### src/rtl/ofmap_writeback_if.sv
// DRAM write port of ofmap_writeback: one 32-bit beat with byte address and
// byte enables, transferred on valid && ready.
interface ofmap_writeback_if #(
  parameter int ADDR_W = 16
);
  logic              valid;
  logic              ready;
  logic [31:0]       data;
  logic [ADDR_W-1:0] addr;
  logic [3:0]        strb;

  modport master (output valid, data, addr, strb, input ready);
  modport slave  (input valid, data, addr, strb, output ready);
endinterface

### src/rtl/ofmap_writeback.sv
// Packs post-PPU elements (int8 x4 or raw 32-bit) into DRAM write beats via a
// small FIFO. Optional stats counters enabled by macro OFMAP_WB_STATS_EN.
module ofmap_writeback #(
  parameter int                FIFO_DEPTH = 8,
  parameter int                ADDR_W     = 16,
  parameter logic [ADDR_W-1:0] BASE_ADDR  = '0
) (
  input  logic               clk,
  input  logic               rst,
  input  logic               start,
  input  logic               mode_raw,
  input  logic               in_valid,
  input  logic [31:0]        in_data,
  input  logic               in_last,
  ofmap_writeback_if.master  wr,
  output logic               busy,
  output logic               done,
  output logic               err
`ifdef OFMAP_WB_STATS_EN
  ,
  output logic [15:0]        stat_beats,
  output logic [15:0]        stat_stalls
`endif
);

  localparam int PW = $clog2(FIFO_DEPTH);

  typedef enum logic [1:0] {S_IDLE, S_RUN, S_FLUSH, S_DONE} state_t;

  state_t            state, state_nx;
  logic              raw_q;
  logic [1:0]        pack_cnt;
  logic [23:0]       held;
  logic [ADDR_W-1:0] addr_q;
  logic              err_q;

  logic [35:0]       mem [FIFO_DEPTH];
  logic [PW-1:0]     wr_ptr, rd_ptr;
  logic [PW:0]       count, count_nx;

  logic              start_ok;
  logic              push, push_ok, pop, full;
  logic [31:0]       push_data, merged;
  logic [3:0]        push_strb;

  function automatic logic [3:0] low_mask(input logic [2:0] n);
    low_mask = 4'((5'd1 << n) - 5'd1);
  endfunction

  assign start_ok = start && (state == S_IDLE);
  assign full     = (count == (PW+1)'(FIFO_DEPTH));
  assign pop      = (count != '0) && wr.ready;
  assign push_ok  = push && (!full || pop);
  assign count_nx = count + (PW+1)'(push_ok) - (PW+1)'(pop);

  // Incoming byte dropped into the next free lane of the held bytes.
  assign merged = {8'h00, held} | ({24'h0, in_data[7:0]} << {pack_cnt, 3'b000});

  // NOTE: every output of a combinational block gets a default first, so no
  // path leaves it unassigned and no latch is inferred.
  always_comb begin
    push      = 1'b0;
    push_data = '0;
    push_strb = '0;
    if (state == S_RUN) begin
      if (raw_q) begin
        if (in_valid) begin
          push      = 1'b1;
          push_data = in_data;
          push_strb = 4'hF;
        end
      end else if (in_valid) begin
        if (pack_cnt == 2'd3) begin
          push      = 1'b1;
          push_data = merged;
          push_strb = 4'hF;
        end else if (in_last) begin
          push      = 1'b1;
          push_data = merged;
          push_strb = low_mask({1'b0, pack_cnt} + 3'd1);
        end
      end else if (in_last && (pack_cnt != 2'd0)) begin
        push      = 1'b1;
        push_data = {8'h00, held};
        push_strb = low_mask({1'b0, pack_cnt});
      end
    end
  end

  // NOTE: state registers use non-blocking assignments so every flop samples
  // the pre-edge values regardless of block ordering.
  always_ff @(posedge clk) begin
    if (rst || start_ok || (state == S_RUN && in_last)) begin
      pack_cnt <= 2'd0;
      held     <= '0;
    end else if (state == S_RUN && in_valid && !raw_q) begin
      held     <= (pack_cnt == 2'd3) ? 24'h0 : merged[23:0];
      pack_cnt <= pack_cnt + 2'd1;
    end
  end

  // NOTE: the FIFO storage is not reset; the pointers and count define what is
  // valid, and the head is masked to zero while the FIFO is empty.
  always_ff @(posedge clk) begin
    if (push_ok) mem[wr_ptr] <= {push_strb, push_data};
  end

  always_ff @(posedge clk) begin
    if (rst) begin
      wr_ptr <= '0;
      rd_ptr <= '0;
      count  <= '0;
    end else begin
      if (push_ok) wr_ptr <= wr_ptr + PW'(1);
      if (pop)     rd_ptr <= rd_ptr + PW'(1);
      count <= count_nx;
    end
  end

  always_ff @(posedge clk) begin
    if (rst || start_ok) addr_q <= BASE_ADDR;
    else if (pop)        addr_q <= addr_q + ADDR_W'(4);
  end

  always_ff @(posedge clk) begin
    if (rst || start_ok) err_q <= 1'b0;
    else if ((push && !push_ok) || (state == S_FLUSH && in_valid)) err_q <= 1'b1;
  end

  always_ff @(posedge clk) begin
    if (rst)           raw_q <= 1'b0;
    else if (start_ok) raw_q <= mode_raw;
  end

  always_ff @(posedge clk) begin
    if (rst) state <= S_IDLE;
    else     state <= state_nx;
  end

  // FLUSH ends on the edge that empties the FIFO, so done follows the last pop.
  always_comb begin
    state_nx = state;
    unique case (state)
      S_IDLE:  if (start)              state_nx = S_RUN;
      S_RUN:   if (in_last)            state_nx = S_FLUSH;
      S_FLUSH: if (count_nx == '0)     state_nx = S_DONE;
      S_DONE:                          state_nx = S_IDLE;
      default:                         state_nx = S_IDLE;
    endcase
  end

  assign wr.valid              = (count != '0);
  assign {wr.strb, wr.data}    = wr.valid ? mem[rd_ptr] : 36'h0;
  assign wr.addr               = addr_q;
  assign busy                  = (state == S_RUN) || (state == S_FLUSH);
  assign done                  = (state == S_DONE);
  assign err                   = err_q;

`ifdef OFMAP_WB_STATS_EN
  always_ff @(posedge clk) begin
    if (rst || start_ok) begin
      stat_beats  <= '0;
      stat_stalls <= '0;
    end else begin
      if (pop && stat_beats != 16'hFFFF) stat_beats <= stat_beats + 16'd1;
      if (wr.valid && !wr.ready && stat_stalls != 16'hFFFF)
        stat_stalls <= stat_stalls + 16'd1;
    end
  end
`endif

endmodule
### src/flat_wrapper.sv
// flat-port wrapper written by rule: the top's interface ports become plain ports
module ofmap_writeback_flat 
#(
  parameter int                FIFO_DEPTH = 8,
  parameter int                ADDR_W     = 16,
  parameter logic [ADDR_W-1:0] BASE_ADDR  = '0
)
  (clk, rst, start, mode_raw, in_valid, in_data, in_last, busy, done, err, wr_valid, wr_data, wr_addr, wr_strb, wr_ready);
  ofmap_writeback_if #(.ADDR_W(ADDR_W)) wr_i ();
  input  logic clk;
  input  logic rst;
  input  logic start;
  input  logic mode_raw;
  input  logic in_valid;
  input  logic [31:0] in_data;
  input  logic in_last;
  output logic busy;
  output logic done;
  output logic err;
  output wire logic [$bits(wr_i.valid)-1:0] wr_valid;
  output wire logic [$bits(wr_i.data)-1:0] wr_data;
  output wire logic [$bits(wr_i.addr)-1:0] wr_addr;
  output wire logic [$bits(wr_i.strb)-1:0] wr_strb;
  input wire logic [$bits(wr_i.ready)-1:0] wr_ready;
  assign wr_valid = wr_i.valid;
  assign wr_data = wr_i.data;
  assign wr_addr = wr_i.addr;
  assign wr_strb = wr_i.strb;
  assign wr_i.ready = wr_ready;
  ofmap_writeback #(.FIFO_DEPTH(FIFO_DEPTH), .ADDR_W(ADDR_W), .BASE_ADDR(BASE_ADDR)) u_core (.clk(clk), .rst(rst), .start(start), .mode_raw(mode_raw), .in_valid(in_valid), .in_data(in_data), .in_last(in_last), .wr(wr_i), .busy(busy), .done(done), .err(err));
endmodule
### config.mk
export PLATFORM = sky130hd
export DESIGN_NAME = ofmap_writeback_flat
export DESIGN_NICKNAME = d
export VERILOG_FILES = /design/src/rtl/ofmap_writeback_if.sv /design/src/rtl/ofmap_writeback.sv /design/src/flat_wrapper.sv
export SDC_FILE = /design/constraint.sdc
export NUM_CORES = 1
export LEC_CHECK = 0
export BUFFER_PORTS_ARGS = -buffer_cell sky130_fd_sc_hd__buf_4
export CORE_MARGIN = 2
export CORE_UTILIZATION = 55
export CTS_CLUSTER_SIZE = 40
export DETAILED_ROUTE_END_ITERATION = 10
export HOLD_SLACK_MARGIN = 0.1
export PLACE_DENSITY = 0.74
export SLEW_MARGIN = 0
export SYNTH_ARGS = -nofsm -noshare
export SYNTH_HDL_FRONTEND = slang
export SYNTH_SLANG_ARGS = --single-unit
### constraint.sdc
create_clock -name clk -period 8.5 [get_ports clk]
set_input_delay 1.7 -clock clk [delete_from_list [all_inputs] [get_ports clk]]
set_output_delay 1.7 -clock clk [all_outputs]
set_load 0.005 [all_outputs]
==> metrics.yaml, run 1 <==
status:
  status: "finished clean"
drt:
  postRouteAntennaNets: 0
  via_count: 7964
  via_per_inst: 6.10
  wl_per_cell_um: 23.3
  drc: 0
  finalWirelength_mm: 30.4
  firstDrtPassIters: 7
  drt_iter0_markers: 768
logic_synthesis:
  synth_flop_cell: "edfxtp_1"
  ys_ff_latch: 345
  synth.avg_cell_area_um2: 16.6
  synth_edf_count: 288
  synth_compound_area_share_pct: 5.04
  synth_top_family_by_area: "multiplexers"
  yosysWarningCount: 0
  postSynth.asyncResetShare_pct: 0
  synth_fa_ha_area_share_pct: 1.92
  synthMuxAreaShare_pct: 14.3
  seq_area_frac_synth_pct: 69.4
  ys_types: 64
  syn_inst: 848
  yosys.area_share.simple_pct: 6.47
  synthXorXnorAreaFrac_pct: 0.869
  syn_area_um2: 14100
global_route:
  antenna_found_initial: 1
  grt-ovfl-total: 0
  grt_pass1_wl_mm: 46.7
  grtUsageTotal_pct: 23.3
  grt_start_max_net_pins: 73
  grt_pass1_vias: 7966
worst_setup_path:
  worst_r2r_path_depth: 12
  worst_setup_path_start_kind: "register"
  r2r-end: "u_core.state[0]"
  critPathCapture: "wr_data[3]"
  worstPathArrival_ns: 3.15
  cp-end-kind: "output pin"
  cp.required_ns: 6.80
  r2r_slack_ns: 4.53
  crit_fanout: 41
  worstSetupPathType: "register to output pin"
  r2r_start: "u_core.pack_cnt[0]"
power_and_ir_drop:
  p_comb_share_pct: 21.8
  max-vdd-ir-drop_v: 0.000265
  switching_share_pct: 26.2
  seqPwrFrac_pct: 43.2
  power.leakage_nw: 5.47
  power.density_nw_per_um2: 280
  pwr-share-clk_pct: 35.1
  switchingPower_mw: 1.20
  p_int_mw: 3.39
clocking:
  clock_latency_ns: 0.53
  cts_buffers: 35
  clk_path_buf_depth: 3
  clk_root_buffer_cell: "clkbuf_16"
  cts.sinks: 345
  holdBufCountCts: 0
  clk_pin_slew_ns: 0.06
  cts_setup_buffers: 0
  post_cts_resize_count: 0
  cts_tree: "done"
  ctsHtreeMaxLevel: 2
finish:
  fin_util_pct: 65.0
  drive_gt1_share_pct: 26.2
  area_growth_syn_to_layout_pct: 16.1
  fin_nets: 1009
  antenna_cells: 0
timing:
  final-hold-violation-count: 0
  clock.fmax_ghz: 0.206
  period_needed_ns: 4.85
  setup_tns_ns: 0
  report.final.slew_viol_count: 0
  fin_crit_sh_pct: 57.1
  skew_ns: 0.0362
  worst_pin_slew_ns: 1.09
  setup_viol: 0
  setup_slack_ns: 3.65
  maxSlewHeadroom_pct: 27.3
  rsz0062_at_grt: "no"
min_path:
  whs_path_depth: 2
  hold_class: "register to register"
floorplanning:
  core_area_um2: 25200
  die_y_um: 164
  rows: 58
  ios: 95
  die_area_um2: 26900
  start_util_pct: 56.0
  die_x_um: 164
placed_design:
  portBuffers: 92
  gp_congestion: 0.804
  dp_hpwl_mm: 16.7
  pre_cts_slack_ns: 3.76
flow_run:
  drv_cap: 0
logic make-up (layout without fill, tap and decap cells):
kind of cell,count (synthesis),after routing
other,1,2
buffers and inverters,63,190
muxes,112,112
AOI/OAI and AO/OA,111,111
adders and majority gates,21,21
DFF,345,345
and+or+nand+nor,181,181
xor gates and xnor gates,14,14
layout by cell type (no fill, tap or decap), types with 3 or more instances in the layout:
cell type,instances
ha_1,20
clkinv_2,4
nor2_1,93
clkbuf_16,36
xnor2_1,6
o21ai_1,10
dfxtp_1,54
clkbuf_8,3
o21ai_0,7
nand2_1,22
clkbuf_1,7
xor2_1,8
and3_1,5
mux2i_1,38
edfxtp_1,288
a2bb2oi_1,8
nor3_2,3
inv_1,20
a31oi_1,8
nor2b_1,5
nand4_1,3
a22o_1,16
and4b_2,3
clkinv_1,4
buf_4,104
bufinv_16,6
nand3_1,14
a21oi_1,47
or3_1,6
mux4_2,72
synthesized netlist by cell type (all sizes together), types with 6 or more instances:
library cell,n,share of area (%)
edfxtp,288,61
nor2,94,2.5
mux4,72,11
dfxtp,57,8.1
a21oi,47,1.7
mux2i,38,2.7
buf,31,1.1
inv,22,0.59
nand2,22,0.59
ha,20,1.8
o21ai,17,0.60
a22o,16,0.99
nand3,14,0.50
clkbuf,10,0.27
a2bb2oi,8,0.50
a31oi,8,0.35
xor2,8,0.50
and3,7,0.32
or3,6,0.27
xnor2,6,0.37
registers in the layout, summed over array words and instances, names as in the netlist, named ones only:
| name | flops |
|---|---|
| u_core.raw_q | 1 |
| u_core.mem | 288 |
| u_core.held | 24 |
| u_core.wr_ptr | 3 |
| u_core.state | 2 |
| u_core.err | 1 |
| u_core.rd_ptr | 3 |
| u_core.wr.addr | 14 |
| u_core.pack_cnt | 2 |
| u_core.count | 4 |
cell type report:
class / count / area, um2
inverters: 22 / 82.6
clock buffers: 46 / 968
multi-input cells: 441 / 4080
fillers: 1723 / 8810
well taps: 330 / 413
repair buffers: 104 / 781
flip-flops and latches: 345 / 9800
clock inverters: 18 / 256
power by group through the flow:
stage	Clock (mW)	Combinational (mW)	Sequential, mW
2_1_floorplan	0	0.714	1.94
3_3_place_gp	0	0.991	2.02
3_5_place_dp	0	1.00	2.02
4_1_cts	1.64	1.01	1.99
5_1_grt	1.70	1.09	2.00
6_report	1.61	1.00	1.98
through the flow:
| step | total power [mW] | hold slack (ns) | cells | area [um2] |
|---|---|---|---|---|
| after floorplan | 2.65 | 0.437 | 849 | 14100 |
| after global placement | 3.01 | 0.448 | 1242 | 15200 |
| after detailed placement | 3.02 | 0.457 | 1242 | 15200 |
| after CTS | 4.63 | 0.472 | 1306 | 16400 |
| after global routing | 4.78 | 0.505 | 1306 | 16400 |
| final | 4.59 | 0.473 | 1306 | 16400 |
worst min-delay path by stage:
stage,startpoint,endpoint,slack (ns)
after floorplan,u_core.held[0],u_core.held[0],0.44
after global placement,u_core.held[21],u_core.held[21],0.45
after detailed placement,u_core.held[12],u_core.held[12],0.46
after CTS,u_core.held[12],u_core.held[12],0.47
after global routing,u_core.held[0],u_core.held[0],0.50
final,u_core.held[12],u_core.held[12],0.47
per-layer routing:
layer  up-vias  GRT usage [%]  wire length (um)
met5         -              0                13
met1      4049           32.9             12700
met4         2           7.06               753
met3        57           3.76              2070
met2       338           37.7             14900
li1       3518              -                 -
critical path: stages, from the launching register on:
cell	delay, ns
dfxtp_4	0.76
buf_4	0.76
mux4_2	0.61
mux2i_1	0.25
nor2_1	0.06
buf_4	0.15
Power figures use the tool's default switching activity.
==> run 2: changes to the inputs <==
--- a/config.mk
+++ b/config.mk
@@ -5,13 +5,14 @@
 export SDC_FILE = /design/constraint.sdc
 export NUM_CORES = 1
 export LEC_CHECK = 0
+export ABC_AREA = 1
 export BUFFER_PORTS_ARGS = -buffer_cell sky130_fd_sc_hd__buf_4
 export CORE_MARGIN = 2
 export CORE_UTILIZATION = 55
 export CTS_CLUSTER_SIZE = 40
 export DETAILED_ROUTE_END_ITERATION = 10
 export HOLD_SLACK_MARGIN = 0.1
-export PLACE_DENSITY = 0.74
+export PLACE_DENSITY = 0.76
 export SLEW_MARGIN = 0
 export SYNTH_ARGS = -nofsm -noshare
 export SYNTH_HDL_FRONTEND = slang
==> constraint.sdc (replaced) <==
create_clock -name clk -period 4.2 [get_ports clk]
set_input_delay 0.84 -clock clk [delete_from_list [all_inputs] [get_ports clk]]
set_output_delay 0.84 -clock clk [all_outputs]
set_load 0.005 [all_outputs]
==> run 2 against run 1 <==
Against the previous run: largest cell class unchanged; utilization down 1.0 points; design area up 5.1%; highest routed layer is now met4; routed wire length up 17%; global-route usage up 1.7 points; clock skew down 0.017 ns; combinational power rose to 2.9 times the previous value; flip-flop and latch count unchanged; critical endpoint unchanged; non-clock buffer count up 11; largest power group unchanged; critical path type unchanged; total power up 120%; count of clock-buffer cells in the layout down 4; sequential share of layout area down 2.9 points.
==> metrics.yaml, run 2 <==
min_path:
  hold_class: "register to register"
  whs_path_depth: 2
logic_synthesis:
  yosysMostFrequentCell: "edfxtp_1"
  synth_commonest_cells: "edfxtp_1, nor2_1, o21ai_0"
  synth_flop_cell: "edfxtp_1"
  syn_area_um2: 15000
  synth.area.top_cells: "edfxtp_1, dfxtp_1, nor2_1"
  synth_compound_area_share_pct: 13.7
  yosys.area_share.simple_pct: 12.1
  synth_edf_count: 288
  ys_types: 36
  synth_fa_ha_area_share_pct: 1.80
  netlist.area_leader.share_pct: 57.7
  synthMuxAreaShare_pct: 2.40
  syn_inst: 1400
  ys_ff_latch: 345
  synthXorXnorAreaFrac_pct: 0.409
  yosysWarningCount: 0
  synth_top_family_by_area: "compound AO/OA/AOI/OAI gates"
  yosys.area.top_type: "edfxtp_1"
  synth.avg_cell_area_um2: 10.7
  postSynth.asyncResetShare_pct: 0
  seq_area_frac_synth_pct: 65.3
drt:
  wl_met3_mm: 2.87
  wl_met2_mm: 17.0
  drt_iter0_markers: 1088
  wl_per_cell_um: 19.4
  via_per_inst: 5.86
  finalWirelength_mm: 35.5
  postRouteAntennaNets: 0
  firstDrtPassIters: 6
  routed.top_layer: "met4"
  wl_met1_mm: 14.9
  drc: 0
  via_count: 10700
clocking:
  clock_latency_ns: 0.52
  cts_buffers: 35
  post_cts_resize_count: 0
  cts_setup_buffers: 0
  cts_tree: "done"
  cts.sinks: 345
  clk_pin_slew_ns: 0.06
  holdBufCountCts: 0
  clk_root_buffer_cell: "clkbuf_16"
  clk_path_buf_depth: 3
  ctsHtreeMaxLevel: 2
worst_setup_path:
  worst_setup_path_start_kind: "register"
  crit_fanout: 78
  cp-end-kind: "output pin"
  cp.required_ns: 3.36
  worst_r2r_path_depth: 21
  worstSetupPathType: "register to output pin"
  worstPathArrival_ns: 2.68
placed_design:
  dp_hpwl_mm: 21.3
  portBuffers: 92
  gp_congestion: 0.947
  dp.cells: 1771
timing:
  worst_pin_slew_ns: 1.36
  clock.fmax_ghz: 0.284
  skew_ns: 0.0195
  finalHoldWorstSlack_ns: 0.487
  final-hold-violation-count: 0
  maxSlewHeadroom_pct: 8.10
  fin_crit_sh_pct: 83.8
  setup_tns_ns: 0
  period_needed_ns: 3.52
  rsz0062_at_grt: "no"
  setup_viol: 0
  report.final.slew_viol_count: 0
finish:
  antenna_cells: 0
  final_cell_mix: "edfxtp_1, nor2_1, o21ai_0"
  fin_util_pct: 64.0
  area_growth_syn_to_layout_pct: 14.8
  drive_gt1_share_pct: 13.3
  regMostFlops: "u_core.mem"
  largest_reg_flops: 288
  stdcell_count: 1831
  nFillCells: 2022
  fin_nets: 1528
  layout_commonest_cell: "edfxtp_1"
global_route:
  grt_start_max_net_pins: 85
  grt_pass1_vias: 10400
  grtUsageTotal_pct: 25.0
  antenna_found_initial: 0
  grt-ovfl-total: 0
  grt_pass1_wl_mm: 55.8
floorplanning:
  die_area_um2: 28600
  ios: 95
  die_y_um: 169
  rows: 60
  start_util_pct: 55.8
  core_area_um2: 26900
  die_x_um: 169
power_and_ir_drop:
  max-vdd-ir-drop_v: 0.000315
  power.density_nw_per_um2: 584
  power.leakage_nw: 5.98
status:
  status: "finished clean"
flow_run:
  drv_cap: 0
## run 2: cell types whose count changed in the layout (fill, tap and decap cells not counted), sizes merged, moves of 36 or more
| cell | change |
|---|---|
| o21ai | +206 |
| mux4 | -72 |
| o22ai | +36 |
| inv | +44 |
| nor2 | +169 |
| nand2 | +123 |
## run 2: final cells by class
type | instances | area [um2] | share of cell area (%)
clock buffer | 42 | 922 | 5.36
clock inverter | 17 | 220 | 1.28
sequential | 345 | 9800 | 56.9
tap | 341 | 427 | 2.48
timing repair buffer | 115 | 951 | 5.53
inverter | 68 | 255 | 1.48
multi-input combinational | 903 | 4640 | 26.9
## run 2: per-layer routing
layer  vias to the layer above  track usage [%]
met5                         -                0
met4                         0             7.40
met3                        67             3.13
met2                       457             41.0
met1                      5119             35.5
li1                       5083                -
## run 2: logic make-up after synthesis
kind of cell	Yosys count
buffers and inverters	153
xor gates and xnor gates	7
other	1
DFF	345
muxes	36
adders and majority gates	21
AOI/OAI and AO/OA	381
and+or+nand+nor	456
## run 2: path summary, 6_finish.rpt
check	start	to	slack, ns
max	register	wr_data[3]	0.68
min	u_core.held[19]	u_core.held[19]	0.49
max reg2reg	u_core.pack_cnt[0]	u_core.state[1]	0.70
min reg2reg	u_core.held[19]	u_core.held[19]	0.49
## run 2: per-stage QoR
stage	area, um2	setup slack [ns]	power, mW
2_1_floorplan	15000	0.516	5.87
3_3_place_gp	16100	0.759	6.90
3_5_place_dp	16100	0.725	6.97
4_1_cts	17200	0.715	10.1
5_1_grt	17200	0.238	10.6
6_report	17200	0.682	10.0
## run 2: critical path, cell delays in order (launching register included)
cell     delay [ns]
dfxtp_4        0.82
inv_2          0.12
buf_12         0.25
o21ai_0        0.31
o21ai_0        0.14
o21ai_0        0.17
nor2_1         0.13
buf_4          0.16
## run 2: power breakdown
part	switching (mW)	internal, mW	leakage [nW]
combinational	1.79	1.07	2.38
clock	1.25	1.87	0.568
sequential	0.169	3.89	3.03
==> run 3: changes to the inputs <==
--- a/config.mk
+++ b/config.mk
@@ -5,14 +5,14 @@
 export SDC_FILE = /design/constraint.sdc
 export NUM_CORES = 1
 export LEC_CHECK = 0
-export ABC_AREA = 1
+export ABC_AREA = 0
 export BUFFER_PORTS_ARGS = -buffer_cell sky130_fd_sc_hd__buf_4
 export CORE_MARGIN = 2
-export CORE_UTILIZATION = 55
+export CORE_UTILIZATION = 54
 export CTS_CLUSTER_SIZE = 40
 export DETAILED_ROUTE_END_ITERATION = 10
 export HOLD_SLACK_MARGIN = 0.1
-export PLACE_DENSITY = 0.76
+export PLACE_DENSITY = 0.75
 export SLEW_MARGIN = 0
 export SYNTH_ARGS = -nofsm -noshare
 export SYNTH_HDL_FRONTEND = slang
==> constraint.sdc (replaced) <==
create_clock -name clk -period 2.88 [get_ports clk]
set_input_delay 0.576 -clock clk [delete_from_list [all_inputs] [get_ports clk]]
set_output_delay 0.576 -clock clk [all_outputs]
set_load 0.005 [all_outputs]
==> run 3 against run 2 <==
Against the previous run: the run now ends with setup timing left; critical path depth rose by 8; utilization up 1.8 points; cell count fell by 26%; largest power group unchanged; count of clock-buffer cells in the layout rose by 9.
==> metrics.yaml, run 3 (synthesis results as in run 1) <==
status:
  status: "finished with violations"
  violations: "setup timing"
timing:
  setup_viol: 1
  clock.fmax_ghz: 0.345
  report.final.slew_viol_count: 0
  maxSlewHeadroom_pct: 55.0
  fin_crit_sh_pct: 101
  worst_pin_slew_ns: 0.670
  skew_ns: 0.0142
  setup_slack_ns: -0.0218
  period_needed_ns: 2.90
  final-hold-violation-count: 0
  rsz0062_at_grt: "yes"
finish:
  layout_commonest_cell: "edfxtp_1"
  nFillCells: 1770
  largest_reg_flops: 288
  regArea_um2: 9800
  antenna_cells: 0
  drive_gt1_share_pct: 31.5
  area_growth_syn_to_layout_pct: 20.5
  fin_area_um2: 17000
  fin_nets: 1049
  regMostFlops: "u_core.mem"
  multiInputGateArea_um2: 4200
  final_cell_mix: "edfxtp_1, buf_4, nor2_1"
global_route:
  top_usage_layer: "met2"
  grt_pass1_vias: 8314
  grt-ovfl-total: 0
  grtUsageTotal_pct: 23.0
  grt_start_max_net_pins: 42
  use_met2_pct: 37.4
  antenna_found_initial: 0
  gr-usage-met3_pct: 3.44
  grt_pass1_wl_mm: 48.3
  grtUsageMet1_pct: 33.2
placed_design:
  dp_hpwl_mm: 18.2
  placed_area_um2: 15600
  gp_congestion: 0.831
  portBuffers: 92
floorplanning:
  core_area_um2: 25800
  ios: 95
  rows: 59
  die_x_um: 166
  die_y_um: 166
  start_util_pct: 54.6
  die_area_um2: 27400
drt:
  finalWirelength_mm: 31.8
  postRouteAntennaNets: 0
  wl_per_cell_um: 23.5
  via_count: 8158
  firstDrtPassIters: 5
  drt_iter0_markers: 770
  via_per_inst: 6.03
  drc: 0
clocking:
  cts.sinks: 345
  clk_pin_slew_ns: 0.06
  cts_buffers: 36
  clock_latency_ns: 0.51
  clk_path_buf_depth: 3
  ctsHtreeMaxLevel: 2
  cts_tree: "done"
  clk_root_buffer_cell: "clkbuf_16"
min_path:
  hold_class: "primary input to register"
worst_setup_path:
  crit_fanout: 3
  critPathMaxStageDelay_ns: 0.54
  worstPathArrival_ns: 3.31
  cp.required_ns: 3.29
  worstSetupPathType: "register to register"
  worst_setup_path_start_kind: "register"
  cp_slowest_cell: "fa_2"
  cp-end-kind: "register"
  crit_chain: "inv_2 -> ha_4 -> nor3b_4 -> inv_2 -> nand2_4 -> inv_4 -> ha_4 -> inv_4 -> ha_4 -> inv_2 -> fa_2 -> or2b_4 -> a2111oi_4 -> o31ai_1 -> a221oi_1"
power_and_ir_drop:
  max-vdd-ir-drop_v: 0.000840
  power.total_mw: 14.2
  power.density_nw_per_um2: 838
  power.leakage_nw: 5.74
flow_run:
  drv_cap: 0
run 3: final timing paths:
check                  startpoint              end  slack [ns]  depth (start not counted)
setup / recovery  u_core.count[2]  u_core.state[0]       -0.02                         15
hold / removal           mode_raw     u_core.raw_q        0.36                          3
setup reg to reg  u_core.count[2]  u_core.state[0]       -0.02                         15
hold reg to reg   u_core.held[22]  u_core.held[22]        0.47                          2
run 3: where the power goes:
| part | internal (mW) | leakage [nW] | switching (mW) |
|---|---|---|---|
| combinational | 1.93 | 2.04 | 1.83 |
| sequential | 5.56 | 3.09 | 0.132 |
| clock | 2.96 | 0.606 | 1.82 |
run 3: layer usage:
layer / part of all wire [%] / up-vias
met5: 0 / -
met4: 1.5 / 0
met3: 6.8 / 31
met2: 49 / 314
met1: 42 / 4208
li1: - / 3605
run 3: per-stage QoR:
step	setup TNS, ns	hold slack, ns	std cells	setup slack (ns)	util (%)
after detailed placement	-0.265	0.456	1277	-0.144	60.3
after CTS	-0.0152	0.347	1347	-0.0152	65.3
final	-0.0218	0.355	1352	-0.0218	65.8
after floorplan	-4.62	0.437	849	-0.123	-
after global routing	-0.266	0.351	1352	-0.149	65.8
after global placement	-0.166	0.448	1277	-0.0940	60.3
run 3: what timing repair did:
item | in CTS | in global routing
resized for setup | 11 | 14
hold endpoints to repair | 0 | 0
pin swaps | 1 | 1
buffers inserted | 4 | 4
setup endpoints to repair | 2 | 8
gates cloned | 0 | 1
hold buffers | 0 | 0
run 3: final cells by class:
class | instances | area share, %
inverters | 22 | 0.515
clock inverters | 15 | 1.24
repair buffers | 143 | 7.34
well taps | 335 | 2.47
clock buffers | 51 | 6.08
multi-input cells | 441 | 24.7
flip-flops and latches | 345 | 57.7
run 3: critical path, delay by kind of cell (launching register included):
family                   cells  cell delay (ns)
AND/OR/NAND/NOR              3             0.57
AO/OA/AOI/OAI                3             0.63
adder cells (fa/ha/maj)      4             1.01
flip-flops                   1             0.31
buffers and inverters        5             0.28
